===== config.mk =====
export PLATFORM = sky130hd
export DESIGN_NAME = prog_uart_tx
export DESIGN_NICKNAME = d
export VERILOG_FILES = /design/src/rtl/prog_uart_tx.sv
export SDC_FILE = /design/constraint.sdc
export NUM_CORES = 1
export LEC_CHECK = 0
export CAP_MARGIN = 20
export CORE_ASPECT_RATIO = 0.5
export CORE_MARGIN = 1.5
export CORE_UTILIZATION = 40
export CTS_BUF_LIST = sky130_fd_sc_hd__clkbuf_2 sky130_fd_sc_hd__clkbuf_4 sky130_fd_sc_hd__clkbuf_8
export DETAILED_ROUTE_END_ITERATION = 8
export DONT_BUFFER_PORTS = 1
export HOLD_SLACK_MARGIN = 0.02
export PLACE_DENSITY_LB_ADDON = 0.2
export SETUP_SLACK_MARGIN = 0.1
export SLEW_MARGIN = 20
export SYNTH_ARGS = -nofsm -noshare
export SYNTH_HDL_FRONTEND = slang
export SYNTH_SLANG_ARGS = --single-unit
export TNS_END_PERCENT = 50

===== constraint.sdc =====
create_clock -name clk_i -period 3.6 [get_ports clk_i]
set_input_delay 1.08 -clock clk_i [delete_from_list [all_inputs] [get_ports clk_i]]
set_output_delay 1.08 -clock clk_i [all_outputs]
set_load 0.03 [all_outputs]

===== src/rtl/prog_uart_tx.sv =====
// prog_uart_tx: UART transmitter (8N1, or 8E1 with PROG_UART_TX_PARITY_EN) that
//   serialises WORD_W-bit words LSB byte first, LSB bit first, at a run-time divisor.
// Latency: tx_o drops on the accepting edge; a word takes (WORD_W/8)*10*B cycles
//   (11*B per byte with parity), done_o pulses on the edge the last stop bit ends.
// Backpressure: word_ready_o is high only in IDLE; word_valid_i while busy is ignored
//   and must be held by the source until accepted.
//
// Ports:
//   clk_i          system clock
//   rst_ni         asynchronous active-low reset (forces tx_o high at once)
//   clks_per_bit_i clock cycles per UART bit, sampled at acceptance; 0 behaves as 1
//   word_valid_i   word_i holds a word to send
//   word_i         word to send
//   word_ready_o   block can accept a word this cycle
//   tx_o           serial output, idle high
//   busy_o         a word is in flight
//   done_o         one-cycle pulse when the last stop bit of a word ends
//
// Build option: define PROG_UART_TX_PARITY_EN to insert an even-parity bit between
// the data bits and the stop bit. It must match the receiver's build.

module prog_uart_tx #(
  parameter int DIV_W  = 16,
  parameter int WORD_W = 32
) (
  input  logic              clk_i,
  input  logic              rst_ni,
  input  logic [DIV_W-1:0]  clks_per_bit_i,
  input  logic              word_valid_i,
  input  logic [WORD_W-1:0] word_i,
  output logic              word_ready_o,
  output logic              tx_o,
  output logic              busy_o,
  output logic              done_o
);

  localparam int NBYTES = WORD_W / 8;
  localparam int BC_W   = (NBYTES > 1) ? $clog2(NBYTES) : 1;
  localparam logic [BC_W-1:0] LAST_BYTE = BC_W'(NBYTES - 1);

  typedef enum logic [2:0] {
    S_IDLE   = 3'd0,
    S_START  = 3'd1,
    S_DATA   = 3'd2,
`ifdef PROG_UART_TX_PARITY_EN
    S_PARITY = 3'd3,
`endif
    S_STOP   = 3'd4
  } state_t;

  // Registered state
  state_t            r_state;
  logic [DIV_W-1:0]  r_cnt;      // cycles left in the current bit, minus one
  logic [DIV_W-1:0]  r_bit_m1;   // latched bit time minus one for the word in flight
  logic [2:0]        r_bitcnt;   // data bit index within the byte
  logic [BC_W-1:0]   r_bytecnt;  // byte index within the word
  logic [WORD_W-1:0] r_shift;    // word in flight; current data bit is always bit 0
  logic              r_tx;
  logic              r_done;
`ifdef PROG_UART_TX_PARITY_EN
  logic              r_par;      // running XOR of the data bits already sent
`endif

  // Next-state values
  state_t            w_state_nxt;
  logic [DIV_W-1:0]  w_cnt_nxt;
  logic [DIV_W-1:0]  w_bit_m1_nxt;
  logic [2:0]        w_bitcnt_nxt;
  logic [BC_W-1:0]   w_bytecnt_nxt;
  logic [WORD_W-1:0] w_shift_nxt;
  logic              w_tx_nxt;
  logic              w_done_nxt;
`ifdef PROG_UART_TX_PARITY_EN
  logic              w_par_nxt;
`endif

  logic              w_accept;
  logic              w_bit_end;
  logic [DIV_W-1:0]  w_div_m1;

  assign w_accept  = word_valid_i && (r_state == S_IDLE);
  assign w_bit_end = (r_cnt == '0);
  // A divisor of 0 is treated as 1, so both map to a reload value of 0.
  assign w_div_m1  = (clks_per_bit_i == '0) ? '0 : (clks_per_bit_i - DIV_W'(1));

  always_ff @(posedge clk_i or negedge rst_ni) begin
    if (!rst_ni) begin
      r_state   <= S_IDLE;
      r_cnt     <= '0;
      r_bit_m1  <= '0;
      r_bitcnt  <= '0;
      r_bytecnt <= '0;
      r_shift   <= '0;
      r_tx      <= 1'b1;
      r_done    <= 1'b0;
`ifdef PROG_UART_TX_PARITY_EN
      r_par     <= 1'b0;
`endif
    end else begin
      r_state   <= w_state_nxt;
      r_cnt     <= w_cnt_nxt;
      r_bit_m1  <= w_bit_m1_nxt;
      r_bitcnt  <= w_bitcnt_nxt;
      r_bytecnt <= w_bytecnt_nxt;
      r_shift   <= w_shift_nxt;
      r_tx      <= w_tx_nxt;
      r_done    <= w_done_nxt;
`ifdef PROG_UART_TX_PARITY_EN
      r_par     <= w_par_nxt;
`endif
    end
  end

  // tx_o is registered: the value for the next bit is computed here and lands on the
  // same edge the state changes, so each bit lasts exactly B cycles even when B=1.
  always_comb begin
    w_state_nxt   = r_state;
    w_cnt_nxt     = r_cnt;
    w_bit_m1_nxt  = r_bit_m1;
    w_bitcnt_nxt  = r_bitcnt;
    w_bytecnt_nxt = r_bytecnt;
    w_shift_nxt   = r_shift;
    w_tx_nxt      = r_tx;
    w_done_nxt    = 1'b0;
`ifdef PROG_UART_TX_PARITY_EN
    w_par_nxt     = r_par;
`endif

    unique case (r_state)
      S_IDLE: begin
        w_tx_nxt = 1'b1;
        if (w_accept) begin
          w_state_nxt   = S_START;
          w_tx_nxt      = 1'b0;
          w_cnt_nxt     = w_div_m1;
          w_bit_m1_nxt  = w_div_m1;
          w_shift_nxt   = word_i;
          w_bitcnt_nxt  = '0;
          w_bytecnt_nxt = '0;
        end
      end

      S_START: begin
        if (w_bit_end) begin
          w_state_nxt  = S_DATA;
          w_tx_nxt     = r_shift[0];
          w_cnt_nxt    = r_bit_m1;
          w_bitcnt_nxt = '0;
`ifdef PROG_UART_TX_PARITY_EN
          w_par_nxt    = 1'b0;
`endif
        end else begin
          w_cnt_nxt = r_cnt - DIV_W'(1);
        end
      end

      S_DATA: begin
        if (w_bit_end) begin
          w_cnt_nxt   = r_bit_m1;
          // After eight shifts the next byte of the word sits in bits [7:0].
          w_shift_nxt = r_shift >> 1;
`ifdef PROG_UART_TX_PARITY_EN
          w_par_nxt   = r_par ^ r_shift[0];
`endif
          if (r_bitcnt == 3'd7) begin
            w_bitcnt_nxt = '0;
`ifdef PROG_UART_TX_PARITY_EN
            w_state_nxt  = S_PARITY;
            w_tx_nxt     = r_par ^ r_shift[0];
`else
            w_state_nxt  = S_STOP;
            w_tx_nxt     = 1'b1;
`endif
          end else begin
            w_bitcnt_nxt = r_bitcnt + 3'd1;
            w_tx_nxt     = r_shift[1];
          end
        end else begin
          w_cnt_nxt = r_cnt - DIV_W'(1);
        end
      end

`ifdef PROG_UART_TX_PARITY_EN
      S_PARITY: begin
        if (w_bit_end) begin
          w_state_nxt = S_STOP;
          w_tx_nxt    = 1'b1;
          w_cnt_nxt   = r_bit_m1;
        end else begin
          w_cnt_nxt = r_cnt - DIV_W'(1);
        end
      end
`endif

      S_STOP: begin
        if (w_bit_end) begin
          w_cnt_nxt = r_bit_m1;
          if (r_bytecnt == LAST_BYTE) begin
            w_state_nxt   = S_IDLE;
            w_tx_nxt      = 1'b1;
            w_done_nxt    = 1'b1;
            w_bytecnt_nxt = '0;
          end else begin
            // Next start bit follows the stop bit with no idle gap.
            w_state_nxt   = S_START;
            w_tx_nxt      = 1'b0;
            w_bytecnt_nxt = r_bytecnt + BC_W'(1);
          end
        end else begin
          w_cnt_nxt = r_cnt - DIV_W'(1);
        end
      end

      default: begin
        w_state_nxt = S_IDLE;
        w_tx_nxt    = 1'b1;
      end
    endcase
  end

  assign word_ready_o = (r_state == S_IDLE);
  assign busy_o       = (r_state != S_IDLE);
  assign tx_o         = r_tx;
  assign done_o       = r_done;

endmodule


==> results.toml, run 1 <==
[timing]
setup_viol = 0
relSlewSlack_pct = 36.40
worstMarginPinSlew_ns = 0.9483
fmax_mhz = 401.6
setup_ws_ns = 1.110
setup_tns_ns = 0
min_period_ns = 2.490
fin_crit_sh_pct = 69.17
rsz0062_at_grt = "false"
hold_viol = 0
slew_violations = 0
finClkSkew_ns = 0.01311
holdWs_ns = 0.4076

[logic_synthesis]
async_flop_share_pct = 100.0
yosys.cell_types.count = 58
ys_dominant_reg_cell = "dfrtp_1"
yosys_warnings = 0
ys_seq_area_share_pct = 44.87
synth-edff-count = 0
synth.avg_cell_area_um2 = 9.787
synthTopCellsByArea = "dfrtp_1 (44%), mux2i_1 (7.8%), o21ai_1 (5.7%)"
post-synth-top-count-cell = "dfrtp_1"
synth-seq-cells = 74
yosys.area.top_type = "dfrtp_1"
syn-cell-area_um2 = 4130
synth_top_area_share_pct = 44.23
synth_common_cells = "dfrtp_1 (73), nand2_1 (53), o21ai_1 (47), mux2i_1 (32), nor2_1 (21)"
syn-instance-count = 422
syn_nets = 479

[finish]
antenna_cells = 0
multiInputGateArea_um2 = 2107
layout.area.seq_um2 = 1853
syn2layout_area_growth_pct = 6.877
fillers = 933
drive_gt1_share_pct = 10.26
final_core_util_pct = 45.38
fin_nets = 472
final_cell_area_um2 = 4414
instances_no_fill = 554

[grt]
antenna_found_initial = 0
grt_pass1_vias = 2981
grt_max_degree = 75
grt-ovfl-total = 0
grt_pass1_wl_um = 15260
gr-usage-all-layers_pct = 18.12

[drt]
via_count = 3060
wire_per_inst_um = 16.80
drc = 0
vias_per_cell = 5.523
drtAntennaViolNets = 0
firstDrtPassIters = 4
dr.max_layer_used = "met4"
drtIter0Drc = 227
routed-wl-met3_um = 610
wl_um = 9307
routed-wl-met2_um = 3981
m1WireLength_um = 4624

[floorplanning]
die_area_um2 = 10980
io_pins = 55
rows = 25
die-height_um = 74.85
coreArea_um2 = 9728
start_util_pct = 42.46
dieWidth_um = 146.7

[clock_network]
tritoncts = "yes"
ctsHtreeMaxLevel = 3
numClockSinks = 74
cts_buffers = 9
postCtsHoldBufs = 0
clk_path_buf_depth = 2
postCtsSetupBuffers = 0
insertion_delay_ns = 0.36
ctsResizeCount = 0
clkTransAtPathRegs_ns = 0.08
root_buffer = "clkbuf_8"

[critical_path]
crit_fanout = 13
endpoint_kind = "primary output"
cp-start-kind = "flop"
crit_chain = "nor3_1, buf_4, inv_2"
worstPathRequired_ns = 2.52
worstPathArrival_ns = 1.41
critPathTopFamily = "flip-flops"
worst-path-buf-inv = 2
crit_type = "flop to primary output"
slowest_stage = "dfrtp_1"
cpPeakStageDelay_ns = 0.54
r2r_slack_ns = 1.19

[place]
dp_slack_ns = 0.8118
gp_congestion = 0.7836
placed_cells = 539
postPlaceCellArea_um2 = 4227
dpl.hpwl_um = 6252
portBuffers = 0

[flow_run]
maxCapViolations = 0

[power]
power_density_nw_per_um2 = 676.6
p_leak_nw = 1.871
peakVddDrop_uv = 259.5
finalPower_mw = 2.987

[worst_hold_path]
hp-class = "input port to async pin"

[status]
outcome = "finished, final reports clean"
[final cells by class]
class                      count  share of cell area [%]
clock buffer                  10                   2.976
multi-input combinational    311                   47.73
inverter                      12                   1.020
sequential                    74                   41.98
timing repair buffer           7                   1.190
clock inverter                 5                   1.276
tap                          135                   3.827
[layer usage]
metal / track usage [%] / vias up
met3: 6.970 / 10
met2: 28.62 / 68
li1: - / 1518
met4: 5.387 / 0
met1: 23.46 / 1464
met5: 0 / -
[path summary, 6_finish.rpt]
path / startpoint / to / cells past startpoint
setup / recovery: r_state[2] / busy_o / 3
hold / removal: rst_ni / r_shift[10] / 0
setup reg to reg: r_state[2] / r_shift[7] / 7
hold reg to reg: r_bit_m1[4] / r_bit_m1[4] / 1
max in group asynchronous: rst_ni / tx_o / 0
min in group clk_i: r_bit_m1[4] / r_bit_m1[4] / 1
[power by group]
part	internal, mW	leakage (nW)	switching [mW]
logic	0.419	0.848	0.434
clock network	0.323	0.0955	0.317
registers	1.19	0.928	0.306
total	1.93	1.87	1.06
[layout by cell type, fill, tap and decap left out, drive strengths merged, types with 3 or more instances in the layout]
cell type	synthesis	final
a211o	7	7
a211oi	5	5
a21o	13	13
a21oi	11	11
a221o	5	5
a311oi	3	3
a32o	3	3
buf	18	7
clkbuf	7	10
clkinv	0	3
dfrtp	73	73
ha	6	6
inv	12	12
mux2i	32	32
nand2	53	53
nand3	13	13
nand4	5	5
nor2	22	22
nor2b	3	3
nor3	18	18
nor4	5	5
o21ai	52	52
o31ai	6	6
or3	3	3
or4	3	3
xnor2	5	5
xor2	13	13
[flip-flops by register name (all words and copies together) (netlist names)]
| signal | count |
|---|---|
| r_shift | 32 |
| r_bitcnt | 3 |
| r_bytecnt | 2 |
| tx_o | 1 |
| r_cnt | 16 |
| r_bit_m1 | 16 |
| r_state | 3 |
| done_o | 1 |
[cell families (layout without fill, tap and decap cells)]
family / after synthesis / in the layout / synth area share [%]
AND/OR/NAND/NOR: 136 / 136 / 17.72
AO/OA/AOI/OAI: 118 / 118 / 19.33
flip-flops: 74 / 74 / 44.87
buffers and inverters: 37 / 34 / 4.423
multiplexers: 33 / 33 / 8.028
XOR/XNOR: 18 / 18 / 3.817
adder cells (fa/ha/maj): 6 / 6 / 1.818
No activity file was read; power rests on OpenSTA's default activity.
==> run 2, diff against run 1 <==
==> constraint.sdc (replaced) <==
create_clock -name clk_i -period 2.09 [get_ports clk_i]
set_input_delay 0.627 -clock clk_i [delete_from_list [all_inputs] [get_ports clk_i]]
set_output_delay 0.627 -clock clk_i [all_outputs]
set_load 0.03 [all_outputs]
==> run 2 against run 1 <==
Effect of this change:
- the run now ends with negative hold slack left
- total power is 88% higher
- first-iteration DRC count is 7.0% lower
- via count is 9.9% higher
- critical path depth is 1 lower
- worst setup slack worse by 0.95 ns
- clock skew is 0.0018 ns lower
- sequential share of layout area is 3.7 points lower
- clock-buffer cell count is 1 higher
- sequential cell count stayed put
- critical endpoint is now word_ready_o
- largest cell class unchanged
==> results.toml, run 2 (synthesized netlist as in run 1, its figures left out) <==
[timing]
setup_tns_ns = 0
fmax_mhz = 519.0
hold_viol = 73
setup_viol = 0
finClkSkew_ns = 0.01132
min_period_ns = 1.927
holdWs_ns = -0.05076
relSlewSlack_pct = 74.65
setup_ws_ns = 0.1632
slew_violations = 0
rsz0062_at_grt = "true"
fin_crit_sh_pct = 92.19
worstMarginPinSlew_ns = 0.3774

[status]
violations = "negative hold slack"
outcome = "finished with violations"

[critical_path]
crit_fanout = 8
crit_type = "flop to primary output"
worstPathArrival_ns = 1.30
rr_worst_depth = 9
endpoint_kind = "primary output"
regToRegEndpoint = "r_cnt[13]"
r2r_start = "r_cnt[0]"
worstPathRequired_ns = 1.46
cp-start-kind = "flop"
r2r_slack_ns = 0.17

[drt]
wl_um = 10180
wire_per_inst_um = 17.25
routed-wl-met2_um = 4491
via_count = 3363
routed-wl-met3_um = 649
drtAntennaViolNets = 0
drtIter0Drc = 211
firstDrtPassIters = 5
vias_per_cell = 5.700
dr.max_layer_used = "met4"
m1WireLength_um = 4906
drc = 0

[grt]
grt-ovfl-total = 0
grt_pass1_wl_um = 17050
gr-usage-all-layers_pct = 20.13
grt_pass1_vias = 3336
grt_max_degree = 75
antenna_found_initial = 0

[finish]
instances_no_fill = 590
final_cell_area_um2 = 4846
reg_top3 = "r_shift (32), r_bit_m1 (16), r_cnt (16)"
antenna_cells = 0
drive_gt1_share_pct = 20.88
fin_nets = 507
regMostFlops = "r_shift"
syn2layout_area_growth_pct = 17.33
largest_reg_flops = 32
final_core_util_pct = 49.81
final_cell_mix = "dfrtp_1 (70), nand2_1 (52), o21ai_1 (47), buf_4 (36), mux2i_1 (32)"
final_common_cell = "dfrtp_1"

[clock_network]
root_buffer = "clkbuf_8"
clk_path_buf_depth = 2
insertion_delay_ns = 0.36
numClockSinks = 74
clkTransAtPathRegs_ns = 0.09
cts_buffers = 9
ctsHtreeMaxLevel = 3
tritoncts = "yes"

[floorplanning]
die-height_um = 74.85
io_pins = 55
die_area_um2 = 10980
rows = 25
start_util_pct = 42.46
coreArea_um2 = 9728
dieWidth_um = 146.7

[power]
p_leak_nw = 2.084
power_density_nw_per_um2 = 1157
finalPower_mw = 5.605
peakVddDrop_uv = 391.9

[place]
postPlaceCellArea_um2 = 4511
portBuffers = 0
dpl.hpwl_um = 7143
placed_cells = 566
dp_slack_ns = -0.01555
gp_congestion = 0.8838

[flow_run]
maxCapViolations = 0

[worst_hold_path]
hp-class = "input port to async pin"
## run 2: cell types whose count changed in the layout (fill, tap and decap cells not counted), moves of 2 or more
| cell | delta |
|---|---|
| inv_1 | -2 |
| dfrtp_2 | +3 |
| inv_2 | +2 |
| buf_4 | +29 |
| buf_6 | +2 |
| buf_12 | +4 |
| clkinv_2 | -2 |
| nor3_2 | +2 |
| dfrtp_1 | -3 |
| nor3_1 | -3 |
## run 2: worst max path at each step
| stage | startpoint | end | slack [ns] |
|---|---|---|---|
| 6_report | r_state[2] | word_ready_o | 0.16 |
| 5_1_grt | r_cnt[1] | r_cnt[14] | 0.09 |
| 4_1_cts | r_cnt[0] | r_cnt[13] | 0.08 |
| 3_5_place_dp | clks_per_bit_i[0] | r_cnt[10] | -0.02 |
| 3_3_place_gp | clks_per_bit_i[0] | r_cnt[2] | 0.02 |
| 2_1_floorplan | clks_per_bit_i[4] | r_cnt[15] | 0.07 |
## run 2: per-layer routing
layer / global-route usage [%] / vias up
li1: - / 1583
met1: 26.56 / 1671
met2: 32.18 / 95
met3: 6.121 / 14
met4: 6.846 / 0
met5: 0 / -
## run 2: report_power, final
| part | switching, mW | internal [mW] | total [mW] |
|---|---|---|---|
| Clock | 0.584 | 0.604 | 1.19 |
| Combinational | 0.889 | 0.949 | 1.84 |
| Sequential | 0.529 | 2.05 | 2.58 |
## run 2: final cells by class
| class | instances | area (um2) |
|---|---|---|
| Fill cell | 894 | 4882 |
| Multi-Input combinational cell | 311 | 2195 |
| Sequential cell | 74 | 1857 |
| Timing Repair Buffer | 42 | 372.9 |
| Tap cell | 135 | 168.9 |
| Clock buffer | 11 | 145.1 |
| Clock inverter | 5 | 62.56 |
| Inverter | 12 | 45.04 |
## run 2: worst max-delay path: stages, from the launching register on
cell     delay (ns)
dfrtp_2        0.49
nor3_4         0.26
buf_4          0.20
## run 2: repair_timing
item	CTS	global route
pin swaps	1	6
gates cloned	0	0
setup buffers	2	6
gates resized for setup	3	17
endpoints found under the setup margin	8	54
hold endpoints to repair	73	73
==> run 3, diff against run 2 <==
--- a/config.mk
+++ b/config.mk
@@ -5,7 +5,10 @@
 export SDC_FILE = /design/constraint.sdc
 export NUM_CORES = 1
 export LEC_CHECK = 0
+export ABC_AREA = 1
 export CAP_MARGIN = 20
+export CELL_PAD_IN_SITES_DETAIL_PLACEMENT = 1
+export CELL_PAD_IN_SITES_GLOBAL_PLACEMENT = 1
 export CORE_ASPECT_RATIO = 0.5
 export CORE_MARGIN = 1.5
 export CORE_UTILIZATION = 40
==> run 3 against run 2 <==
Effect of this change:
- the run still ends with negative hold slack left
- sequential cell count did not move
- routed wire length increased by 26%
- critical path type unchanged
- via count grew 28%
- critical path depth rose by 3
- critical endpoint is now busy_o
- cell area increased by 9.1%
- largest cell class unchanged
- first-iteration DRC count is 31% higher
- hold slack better by 0.0087 ns
- clock power rose by 9%
- global-route usage is 1.7 points higher
==> results.toml, run 3 <==
[clock_network]
tritoncts = "yes"
root_buffer = "clkbuf_8"
insertion_delay_ns = 0.36
numClockSinks = 74
ctsHtreeMaxLevel = 3
cts_buffers = 9
clk_path_buf_depth = 2
clkTransAtPathRegs_ns = 0.09

[logic_synthesis]
synth_adder_area_share_pct = 1.582
synth_common_cells = "nand2_1 (221), inv_1 (82), dfrtp_1 (73), o21ai_0 (68), nand3_1 (50)"
post-synth-top-count-cell = "nand2_1"
synth_xor_xnor_area_share_pct = 0.9230
ys_dominant_reg_cell = "dfrtp_1"
synth-edff-count = 0
synth_top_family_by_area = "simple AND/OR/NAND/NOR gates"
synthTopCellsByArea = "dfrtp_1 (39%), nand2_1 (17%), o21ai_0 (7.2%)"
yosys_warnings = 0
synth-simple-area-share_pct = 33.99
synth-seq-cells = 74
synth.avg_cell_area_um2 = 7.039
yosys.cell_types.count = 34
syn_nets = 731
syn-instance-count = 674
ys_seq_area_share_pct = 39.06
async_flop_share_pct = 100.0
synth_compound_area_share_pct = 14.43
synth_top_area_share_pct = 38.50
muxShareOfSynthArea_pct = 0
syn-cell-area_um2 = 4745
yosys.area.top_type = "dfrtp_1"

[drt]
wl_um = 12820
drtIter0Drc = 276
firstDrtPassIters = 4
via_count = 4299
drtAntennaViolNets = 0
vias_per_cell = 5.052
wire_per_inst_um = 15.07
drc = 0

[timing]
setup_tns_ns = 0
fin_crit_sh_pct = 96.18
slew_violations = 0
setup_ws_ns = 0.07986
rsz0062_at_grt = "true"
relSlewSlack_pct = 70.26
finClkSkew_ns = 0.01630
holdWs_ns = -0.04209
hold_viol = 73
setup_viol = 0
fmax_mhz = 497.5
min_period_ns = 2.010
worstMarginPinSlew_ns = 0.4456

[place]
dpl.hpwl_um = 9281
postPlaceCellArea_um2 = 4921
gp_congestion = 0.8381
dp_slack_ns = 0.03671
portBuffers = 0

[grt]
antenna_found_initial = 0
grt_pass1_vias = 4238
grt_max_degree = 75
grt_pass1_wl_um = 21130
gr-usage-all-layers_pct = 21.86
grt-ovfl-total = 0

[finish]
final_cell_mix = "nand2_1 (221), inv_1 (78), dfrtp_1 (73), o21ai_0 (68), nand3_1 (49)"
final_cell_area_um2 = 5286
fin_nets = 744
fillers = 1488
drive_gt1_share_pct = 15.32
regMostFlops = "r_shift"
antenna_cells = 0
largest_reg_flops = 32
final_common_cell = "nand2_1"
syn2layout_area_growth_pct = 11.42
reg_top3 = "r_shift (32), r_bit_m1 (16), r_cnt (16)"

[power]
p_leak_nw = 2.626
power_density_nw_per_um2 = 1500
finalPower_mw = 7.928
peakVddDrop_uv = 408.8

[floorplanning]
die_area_um2 = 12560
coreArea_um2 = 11280
rows = 27
dieWidth_um = 157.0
die-height_um = 80.01
io_pins = 55
start_util_pct = 42.05

[critical_path]
cp-start-kind = "flop"
regToRegEndpoint = "r_shift[8]"
rr_worst_depth = 9
r2r_slack_ns = 0.26
endpoint_kind = "primary output"
r2r_start = "r_cnt[0]"
worstPathArrival_ns = 1.38
crit_type = "flop to primary output"
worstPathRequired_ns = 1.46
crit_fanout = 2

[status]
violations = "negative hold slack"
outcome = "finished with violations"

[worst_hold_path]
hp-class = "input port to async pin"

[flow_run]
maxCapViolations = 0
-- run 3: cell count changes after synthesis, moves of 28 or more --
| cell | before | now |
|---|---|---|
| o21ai_0 | 4 | 68 |
| nand2_1 | 53 | 221 |
| nor2_1 | 21 | 49 |
| o21ai_1 | 47 | 2 |
| mux2i_1 | 32 | 0 |
| inv_1 | 11 | 82 |
| nand3_1 | 12 | 50 |
| o21ai_2 | 0 | 28 |
-- run 3: logic make-up after synthesis --
kind of cell               Yosys count
AOI/OAI and AO/OA                  110
xor gates and xnor gates             5
adders and majority gates            6
buffers and inverters              110
DFF                                 74
and+or+nand+nor                    369
-- run 3: critical path, stage by stage, from the launching register on --
cell	delay, ns
dfrtp_1	0.40
nor2_2	0.14
inv_2	0.06
nor2_4	0.09
buf_6	0.15
clkinvlp_4	0.19
-- run 3: area by class of cell --
cell class	instances	area (um2)	area share (%)
clock buffer	10	137.6	2.604
clock inverter	6	90.09	1.704
multi-input combinational	490	2441	46.18
tap	159	198.9	3.763
sequential	74	1853	35.05
inverter	88	336.6	6.367
timing repair buffer	24	229.0	4.331
-- run 3: worst max-delay path by stage --
stage | from | to | slack (ns) | cells past startpoint
floorplan | clks_per_bit_i[0] | r_cnt[8] | 0.14 | 10
global route | r_state[1] | busy_o | 0.007 | 5
finish | r_state[1] | busy_o | 0.08 | 5
CTS | r_state[0] | busy_o | 0.02 | 5
global placement | clks_per_bit_i[0] | r_cnt[3] | 0.08 | 9
detailed placement | clks_per_bit_i[0] | r_cnt[3] | 0.04 | 9
-- run 3: routing by layer --
layer | share of wire (%) | track usage (%) | vias to the layer above
li1 | - | - | 2174
met1 | 52 | 30.31 | 2038
met2 | 42 | 35.09 | 77
met3 | 4.6 | 4.615 | 10
met4 | 0.86 | 4.906 | 0
met5 | 0 | 0 | -
-- run 3: where the power goes --
part / internal [mW] / total (mW) / switching, mW
clock network: 0.707 / 1.30 / 0.589
registers: 2.11 / 2.56 / 0.443
logic: 1.43 / 4.08 / 2.64
-- run 3: timing repair --
item                                    in CTS  in global routing
gates resized for setup                      6                  6
setup buffers                                7                  2
gates cloned                                 1                  0
endpoints found under the hold margin       73                 73
pin swaps                                    4                  4
endpoints found under the setup margin       6                 44
-- run 3: per-stage QoR --
stage	utilization [%]	cells
4_1_cts	46.58	849
5_1_grt	46.85	851
3_5_place_dp	43.61	825
2_1_floorplan	-	674
3_3_place_gp	43.61	825
6_report	46.85	851
